$ cat config.mk
export PLATFORM = sky130hd
export DESIGN_NAME = arb2to1_flat
export DESIGN_NICKNAME = d
export VERILOG_FILES = /design/src/rtl/arb2to1_if.sv /design/src/rtl/arb2to1.sv /design/src/flat_wrapper.sv
export SDC_FILE = /design/constraint.sdc
export NUM_CORES = 1
export LEC_CHECK = 0
export CAP_MARGIN = 20
export CORE_ASPECT_RATIO = 0.75
export CORE_UTILIZATION = 30
export DETAILED_ROUTE_END_ITERATION = 12
export MAX_ROUTING_LAYER = met4
export SYNTH_ARGS = -nofsm -noshare
export SYNTH_HDL_FRONTEND = slang
export SYNTH_SLANG_ARGS = --single-unit
export TNS_END_PERCENT = 1
$ cat constraint.sdc
create_clock -name clk -period 2.7 [get_ports clk]
set_clock_uncertainty 0.2 [all_clocks]
set_input_delay 0.54 -clock clk [delete_from_list [all_inputs] [get_ports clk]]
set_output_delay 0.54 -clock clk [all_outputs]
set_load 0.02 [all_outputs]
$ cat src/rtl/arb2to1_if.sv
// Source/sink bundle for the 2:1 round-robin arbiter: two valid/ready inputs,
// one registered output with its select, and the debug transfer counts.
interface arb2to1_if #(
    parameter int WIDTH = 1,
    parameter int CNT_W = 8
);
    logic             w0_valid;
    logic [WIDTH-1:0] w0_data;
    logic             w0_ready;
    logic             w1_valid;
    logic [WIDTH-1:0] w1_data;
    logic             w1_ready;
    logic             out_valid;
    logic [WIDTH-1:0] out_data;
    logic             out_ready;
    logic             s;
    logic [CNT_W-1:0] cnt0;
    logic [CNT_W-1:0] cnt1;

    // Environment side: drives the sources and the downstream ready.
    modport master (
        output w0_valid, w0_data, w1_valid, w1_data, out_ready,
        input  w0_ready, w1_ready, out_valid, out_data, s, cnt0, cnt1
    );

    // Arbiter side.
    modport slave (
        input  w0_valid, w0_data, w1_valid, w1_data, out_ready,
        output w0_ready, w1_ready, out_valid, out_data, s, cnt0, cnt1
    );
endinterface

$ cat src/rtl/arb2to1.sv
// Two-input round-robin arbiter with a single-entry output register that also
// drives the downstream mux select, plus saturating per-source transfer counts.
module arb2to1_sat_cnt #(
    parameter int CNT_W = 8
) (
    input  logic             clk,
    input  logic             rst_n,
    input  logic             inc_i,
    output logic [CNT_W-1:0] cnt_o
);
    logic [CNT_W-1:0] cnt_q, cnt_d;

    assign cnt_d = (inc_i && (cnt_q != '1)) ? cnt_q + CNT_W'(1) : cnt_q;

    always_ff @(posedge clk or negedge rst_n) begin
        if (!rst_n) cnt_q <= '0;
        else        cnt_q <= cnt_d;
    end

    assign cnt_o = cnt_q;
endmodule

module arb2to1 #(
    parameter int WIDTH = 1,
    parameter int CNT_W = 8
) (
    input  logic       clk,
    input  logic       rst_n,
    arb2to1_if.slave   bus
);
    localparam int NUM_SRC = 2;

    // The output register's occupancy is the state itself.
    typedef enum logic {EMPTY = 1'b0, FULL = 1'b1} state_e;

    state_e                         state_q, state_d;
    logic [WIDTH-1:0]               data_q, data_d;
    logic                           s_q, s_d;
    logic                           last_q, last_d;

    logic [NUM_SRC-1:0]             src_valid;
    logic [NUM_SRC-1:0]             src_ready;
    logic [NUM_SRC-1:0][WIDTH-1:0]  src_data;
    logic [NUM_SRC-1:0][CNT_W-1:0]  cnt;

    logic                           can_accept;
    logic                           gnt_vld;
    logic                           gnt_idx;

    assign src_valid = {bus.w1_valid, bus.w0_valid};
    assign src_data  = {bus.w1_data,  bus.w0_data};

    assign can_accept = (state_q == EMPTY) || bus.out_ready;

    // Round-robin: on contention the source not granted last time wins.
    always_comb begin
        gnt_vld = 1'b0;
        gnt_idx = 1'b0;
        if (can_accept) begin
            case (src_valid)
                2'b01:   begin gnt_vld = 1'b1; gnt_idx = 1'b0;    end
                2'b10:   begin gnt_vld = 1'b1; gnt_idx = 1'b1;    end
                2'b11:   begin gnt_vld = 1'b1; gnt_idx = ~last_q; end
                default: begin gnt_vld = 1'b0; gnt_idx = 1'b0;    end
            endcase
        end
    end

    for (genvar i = 0; i < NUM_SRC; i++) begin : g_src
        assign src_ready[i] = gnt_vld && (gnt_idx == 1'(i)) && src_valid[i];

        arb2to1_sat_cnt #(.CNT_W(CNT_W)) u_cnt (
            .clk   (clk),
            .rst_n (rst_n),
            .inc_i (src_ready[i]),
            .cnt_o (cnt[i])
        );
    end

    always_comb begin
        state_d = state_q;
        data_d  = data_q;
        s_d     = s_q;
        last_d  = last_q;
        case (state_q)
            EMPTY: begin
                if (gnt_vld) state_d = FULL;
            end
            FULL: begin
                // A drain with nothing to refill empties; data and select hold.
                if (bus.out_ready && !gnt_vld) state_d = EMPTY;
            end
            default: state_d = EMPTY;
        endcase
        if (gnt_vld) begin
            data_d = src_data[gnt_idx];
            s_d    = gnt_idx;
            last_d = gnt_idx;
        end
    end

    always_ff @(posedge clk or negedge rst_n) begin
        if (!rst_n) begin
            state_q <= EMPTY;
            data_q  <= '0;
            s_q     <= 1'b0;
            last_q  <= 1'b1;
        end else begin
            state_q <= state_d;
            data_q  <= data_d;
            s_q     <= s_d;
            last_q  <= last_d;
        end
    end

    assign bus.w0_ready  = src_ready[0];
    assign bus.w1_ready  = src_ready[1];
    assign bus.out_valid = (state_q == FULL);
    assign bus.out_data  = data_q;
    assign bus.s         = s_q;
    assign bus.cnt0      = cnt[0];
    assign bus.cnt1      = cnt[1];
endmodule

$ cat src/flat_wrapper.sv
// flat-port wrapper written by rule: the top's interface ports become plain ports
module arb2to1_flat 
#(
    parameter int WIDTH = 1,
    parameter int CNT_W = 8
)
  (clk, rst_n, bus_w0_valid, bus_w0_data, bus_w1_valid, bus_w1_data, bus_out_ready, bus_w0_ready, bus_w1_ready, bus_out_valid, bus_out_data, bus_s, bus_cnt0, bus_cnt1);
  arb2to1_if #(.WIDTH(WIDTH), .CNT_W(CNT_W)) bus_i ();
  input  logic clk;
  input  logic rst_n;
  input wire logic [$bits(bus_i.w0_valid)-1:0] bus_w0_valid;
  input wire logic [$bits(bus_i.w0_data)-1:0] bus_w0_data;
  input wire logic [$bits(bus_i.w1_valid)-1:0] bus_w1_valid;
  input wire logic [$bits(bus_i.w1_data)-1:0] bus_w1_data;
  input wire logic [$bits(bus_i.out_ready)-1:0] bus_out_ready;
  output wire logic [$bits(bus_i.w0_ready)-1:0] bus_w0_ready;
  output wire logic [$bits(bus_i.w1_ready)-1:0] bus_w1_ready;
  output wire logic [$bits(bus_i.out_valid)-1:0] bus_out_valid;
  output wire logic [$bits(bus_i.out_data)-1:0] bus_out_data;
  output wire logic [$bits(bus_i.s)-1:0] bus_s;
  output wire logic [$bits(bus_i.cnt0)-1:0] bus_cnt0;
  output wire logic [$bits(bus_i.cnt1)-1:0] bus_cnt1;
  assign bus_i.w0_valid = bus_w0_valid;
  assign bus_i.w0_data = bus_w0_data;
  assign bus_i.w1_valid = bus_w1_valid;
  assign bus_i.w1_data = bus_w1_data;
  assign bus_i.out_ready = bus_out_ready;
  assign bus_w0_ready = bus_i.w0_ready;
  assign bus_w1_ready = bus_i.w1_ready;
  assign bus_out_valid = bus_i.out_valid;
  assign bus_out_data = bus_i.out_data;
  assign bus_s = bus_i.s;
  assign bus_cnt0 = bus_i.cnt0;
  assign bus_cnt1 = bus_i.cnt1;
  arb2to1 #(.WIDTH(WIDTH), .CNT_W(CNT_W)) u_core (.clk(clk), .rst_n(rst_n), .bus(bus_i));
endmodule
# Word-level counts from Yosys, hierarchy flattened
# Cells that the tools add are included.
[totals] regBits=20 latchBits=0 mem_bits_rw=0 romBits=0 in_bits=7 output_inout_bits=21 word_cells=36 mem_count=0
[classes] n_addsub=2 mul=0 div=0 order_cmp=1 n_eq_ne=5 n_shift=0 muxes=9 bitwise=3 n_reduce_logical=10
[op_table] op="8-bit by 1-bit adder with 8-bit output, second input constant" count=2
[op_table] op="8-bit != test, second input constant" count=2
[op_table] op="1-bit logical AND" count=7
[op_table] op="1-bit two-way mux" count=7
[op_table] op="2-bit equality test, second input constant" count=2
[op_table] op="1-bit case mux with 2 select lines" count=2
[op_table] op="1-bit inverter" count=3
[op_table] op="3-bit OR reduction" count=1
[op_table] op="2-bit by 1-bit equality test with 1-bit output, second input constant" count=1
[op_table] op="1-bit by 2-bit less-than comparator with 1-bit output, second input constant" count=1
[op_table] op="1-bit zero test" count=1
[op_table] op="1-bit logical OR" count=1

# Logic depth before layout (Yosys ltp)
[logic_depth] depth_word=8 mapped_depth=6 depth_no_buf=5

# Hierarchy
# Synthesis repeated with hierarchy kept, for this count alone.
[hier_totals] hier_cells=85 hier_area_um2=1007.2
[modules_own_cells] mod="arb2to1_sat_cnt" instances=2 cells_each=34 area_each_um2=407.9 seq_area_each_um2=200.2
[modules_own_cells] mod="arb2to1" instances=1 cells_each=17 area_each_um2=191.4 seq_area_each_um2=101.3

# Worst setup path after synthesis
# Ideal clock, no wire load.
[synth_path] path_type="in2out" start="in bus_out_ready" end="out bus_w0_ready" arrival_time_ns=1.042 t_required_ns=1.960 slack_ns=0.918 cell_stages=4 path_buffers=1 path_cell_list="nand2b_1 > buf_6 > nand3_4 > inv_1"
[synth_via] elab_chain_len=5 word_cells_on_any_way=6 classes_between="2 x mux; 1 x bitwise; 3 x reduce/logical"
[synth_lines] element="start, declared" line="flat_wrapper.sv:15" text="input wire logic [$bits(bus_i.out_ready)-1:0] bus_out_ready;"
[synth_lines] element="1-bit logical OR (*)" line="arb2to1.sv:53" text="assign can_accept = (state_q == EMPTY) || bus.out_ready;"
[synth_lines] element="1-bit two-way mux" line="arb2to1.sv:59" text="if (can_accept) begin"
[synth_lines] element="1-bit inverter" line="arb2to1.sv:70" text="assign src_ready[i] = gnt_vld && (gnt_idx == 1'(i)) && src_valid[i];"
[synth_lines] element="1-bit logical AND (*) (2 in series)" line="arb2to1.sv:70"
[synth_lines] element="end, declared" line="flat_wrapper.sv:16" text="output wire logic [$bits(bus_i.w0_ready)-1:0] bus_w0_ready;"
# Every way passes the cells marked *; elsewhere a longest branch is shown, timed or not.

# Worst setup path after layout
[layout_path] start="in bus_w0_valid" end="out bus_w1_ready"
[layout_via] elab_chain_len=6 word_cells_on_any_way=10 classes_between="3 x eq/ne; 4 x mux; 3 x reduce/logical"
[layout_lines] element="start, declared" line="flat_wrapper.sv:11" text="input wire logic [$bits(bus_i.w0_valid)-1:0] bus_w0_valid;"
[layout_lines] element="2-bit by 1-bit equality test with 1-bit output / 2-bit equality test (equally long branches)" line="arb2to1.sv:60" text="case (src_valid)"
[layout_lines] element="3-bit OR reduction (no source line)"
[layout_lines] element="1-bit two-way mux" line="arb2to1.sv:60"
[layout_lines] element="1-bit two-way mux" line="arb2to1.sv:59"
[layout_lines] element="1-bit logical AND (*) (2 in series)" line="arb2to1.sv:70"
[layout_lines] element="end, declared" line="flat_wrapper.sv:17" text="output wire logic [$bits(bus_i.w1_ready)-1:0] bus_w1_ready;"
# Marked as above.

==> run_results.csv <==
group,metric,value,unit
sta,min_period,2.49,ns
worst_setup_path,cpPeakStageDelay,0.59,ns
cts,postCtsSetupBuffers,0,
sta,post-route-period-util,0.924,
global_route,antenna_found_initial,0,
layout,fin_cells,165,
die,ios,28,
sta,slew_viol_final,0,
cts,path_clk_slew,0.07,ns
layout,n_fill_cell,291,
yosys,synth.area.top_cells,"dfrtp_1 47%, xor2_1 9.6%, nand3_1 3.5%, nand3_4 3.5%, nand2_1 3.4%",
yosys,synth_top_area_cell,"dfrtp_1",
placement,hpwlAfterDp,1520,um
drt,wl_per_cell,12.3,um
sta,timing.final.ws_setup,0.206,ns
yosys,syn_nets,98,
die,die_y,52.2,um
placement,placed_cells,161,
yosys,synthCells,89,
yosys,dominantRegCellSynth,"dfrtp_1",
die,start_util,0.329,
drt,wirelength,2030,um
pwr,cellPowerDensity,974,nW/um2
global_route,grt_pass1_vias,709,
worst_setup_path,crit_path_end_kind,"output pin",
sta,maxSlewHeadroom,0.680,
layout,final_layout_size_suffix_gt1_frac,0.205,
die,dieArea,3600,um2
global_route,grt_pass1_wl,3260,um
sta,setup-violations-final,0,
yosys,avgSynthCellArea,11.3,um2
yosys,synth_top_area_frac,0.472,
cts,clock_latency,0.26,ns
layout,multi_input_area,485,um2
cts,ctsResizeCount,3,
layout,syn_to_final_growth,41.9,%
drt,drtIter0Drc,42,
yosys,syn-cell-area,1010,um2
yosys,synth_cell_types,28,
worst_setup_path,critPathMaxFanout,5,
drt,drtPass1Iterations,4,
cts,htreeDepth,1,
placement,place_worst_setup_slack,-0.121,ns
yosys,ys.warnings.count,0,
drt,ant_nets,0,
hold_path,hold_class,"flip-flop to flip-flop",
pwr,leakage,0.622,nW
layout,final_util,0.467,
worst_setup_path,cp.arrival,1.75,ns
cts,cts_inserted_buffers,3,
sta,hold_slack,0.306,ns
global_route,overflow,0,
sta,worst-slew-pin-transition,0.478,ns
global_route,grt_use_total,0.130,
yosys,yosysSeqAreaShare,0.498,
cts,cts_tree,"done",
flow_run,max_cap_violations,0,
sta,fin_setup_tns,0,ns
worst_setup_path,worstSetupStartpointType,"input pin",
run_status,outcome,"complete, no violations",
cts,ctsHoldBuffers,0,
worst_setup_path,crit_slowest_cell,"clkdlybuf4s50_1",
die,dieWidth,68.9,um
worst_setup_path,path_class,"input pin to output pin",
worst_setup_path,worstPathCellList,"clkdlybuf4s50_1, nand2_1, nand3_4, inv_1, dlygate4sd2_1",
die,rows,17,
worst_setup_path,critPathRequiredTime,1.96,ns
layout,diodes,0,
placement,io_buffers,27,
drt,drc_errors,0,
placement,place_congestion,0.805,
sta,hold_viol,0,
yosys,ys_ff_latch,20,
cts,cts_buffer_depth,2,
pwr,peakVddDrop,0.407,mV
cts,cts_root_buf,"clkbuf_8",
cts,cts_num_sinks,20,
sta,rsz0062_at_grt,"no",
sta,fmax,0.401,GHz
drt,vias,779,
yosys,synth-edff-count,0,
layout,regArea,502,um2
drt,drt-vias-per-instance,4.72,
layout,num-nets-final,137,
global_route,grt_max_degree,12,
yosys,synthArstFlopShare,1.00,
die,core,3060,um2
sequential cells by signal, indices dropped and copies added (netlist names):
name,count
u_core.last_q,1
u_core.bus.s,1
u_core.bus.out_data,1
u_core.g_src.u_cnt.cnt_o,16
u_core.bus.out_valid,1
critical path, delay by kind of cell:
kind | cells | cell delay (ns)
AND/OR/NAND/NOR | 2 | 0.26
buffers and inverters | 3 | 0.94
cells in the mapped netlist, types with 3 or more instances:
cell	n
nand2_1	9
mux2_2	3
xor2_1	11
nand3_1	7
nor3_1	5
a21oi_1	3
nor4_1	3
nor2_1	4
inv_1	3
dfrtp_1	19
cells in the final DEF (no fill, tap or decap), drive strengths merged:
| cell type | netlist | final |
|---|---|---|
| a31oi | 1 | 1 |
| dfrtp | 19 | 19 |
| a21oi | 3 | 3 |
| a22o | 1 | 1 |
| xor2 | 11 | 11 |
| nor4 | 4 | 4 |
| nand4 | 2 | 2 |
| nand2 | 9 | 9 |
| nand3 | 9 | 9 |
| mux2 | 4 | 4 |
| nor2 | 5 | 5 |
| mux2i | 1 | 1 |
| o21ai | 1 | 1 |
| dlygate4sd2 | 0 | 2 |
| dfstp | 1 | 1 |
| clkdlybuf4s50 | 0 | 25 |
| buf | 1 | 8 |
| ha | 2 | 2 |
| nor2b | 1 | 1 |
| inv | 3 | 3 |
| and4 | 1 | 1 |
| nor3b | 1 | 1 |
| nand2b | 3 | 3 |
| clkbuf | 0 | 4 |
| nor3 | 5 | 5 |
| nor4b | 1 | 1 |
final cells by class:
type                            count  area share
Tap cell                           38      0.0333
Sequential cell                    20       0.351
Timing Repair Buffer               35       0.229
Multi-Input combinational cell     65       0.340
Clock buffer                        4      0.0385
Inverter                            3     0.00788
power by group:
group	leakage [nW]	switching, W	internal, W
sequential	0.241	0.000143	0.000414
combinational	0.353	0.000298	0.000309
clock	0.0288	0.0000967	0.000130
through the flow:
stage          instance area (um2)  total power, W
3_3_place_gp                  1370         0.00116
2_1_floorplan                 1010        0.000864
6_report                      1430         0.00139
5_1_grt                       1430         0.00148
4_1_cts                       1430         0.00141
3_5_place_dp                  1370         0.00117
per-layer routing:
metal,global-route usage,vias up,wire (um)
li1,-,392,-
met3,0.0391,4,80
met1,0.174,368,1050
met4,0.0510,0,25
met2,0.184,15,872
met5,-,-,0
final timing paths:
check                                                                start                                    endpoint  slack, ns  cells after the start
min in group asynchronous                                            rst_n  u_core.g_src[0].u_cnt.cnt_o[6]$_DFFE_PN0P_       0.40                      1
worst max register to register                   u_core.last_q$_DFFE_PN1P_  u_core.g_src[0].u_cnt.cnt_o[1]$_DFFE_PN0P_       0.88                      5
worst max-delay path                                          bus_w0_valid                                bus_w1_ready       0.21                      5
max in group asynchronous                                            rst_n  u_core.g_src[1].u_cnt.cnt_o[6]$_DFFE_PN0P_       1.37                      2
worst min-delay path            u_core.g_src[0].u_cnt.cnt_o[7]$_DFFE_PN0P_  u_core.g_src[0].u_cnt.cnt_o[7]$_DFFE_PN0P_       0.31                      1
worst min register to register  u_core.g_src[0].u_cnt.cnt_o[7]$_DFFE_PN0P_  u_core.g_src[0].u_cnt.cnt_o[7]$_DFFE_PN0P_       0.31                      1
kinds of logic after synthesis:
logic type      Yosys count  synth area share
compound gates            6            0.0348
xor+xnor                 11            0.0956
fa+ha+maj                 2            0.0248
buf+inv                   4            0.0224
flops                    20             0.498
mux                       5            0.0584
simple gates             41             0.266
Note: power is estimated with default switching activity, not from simulation.
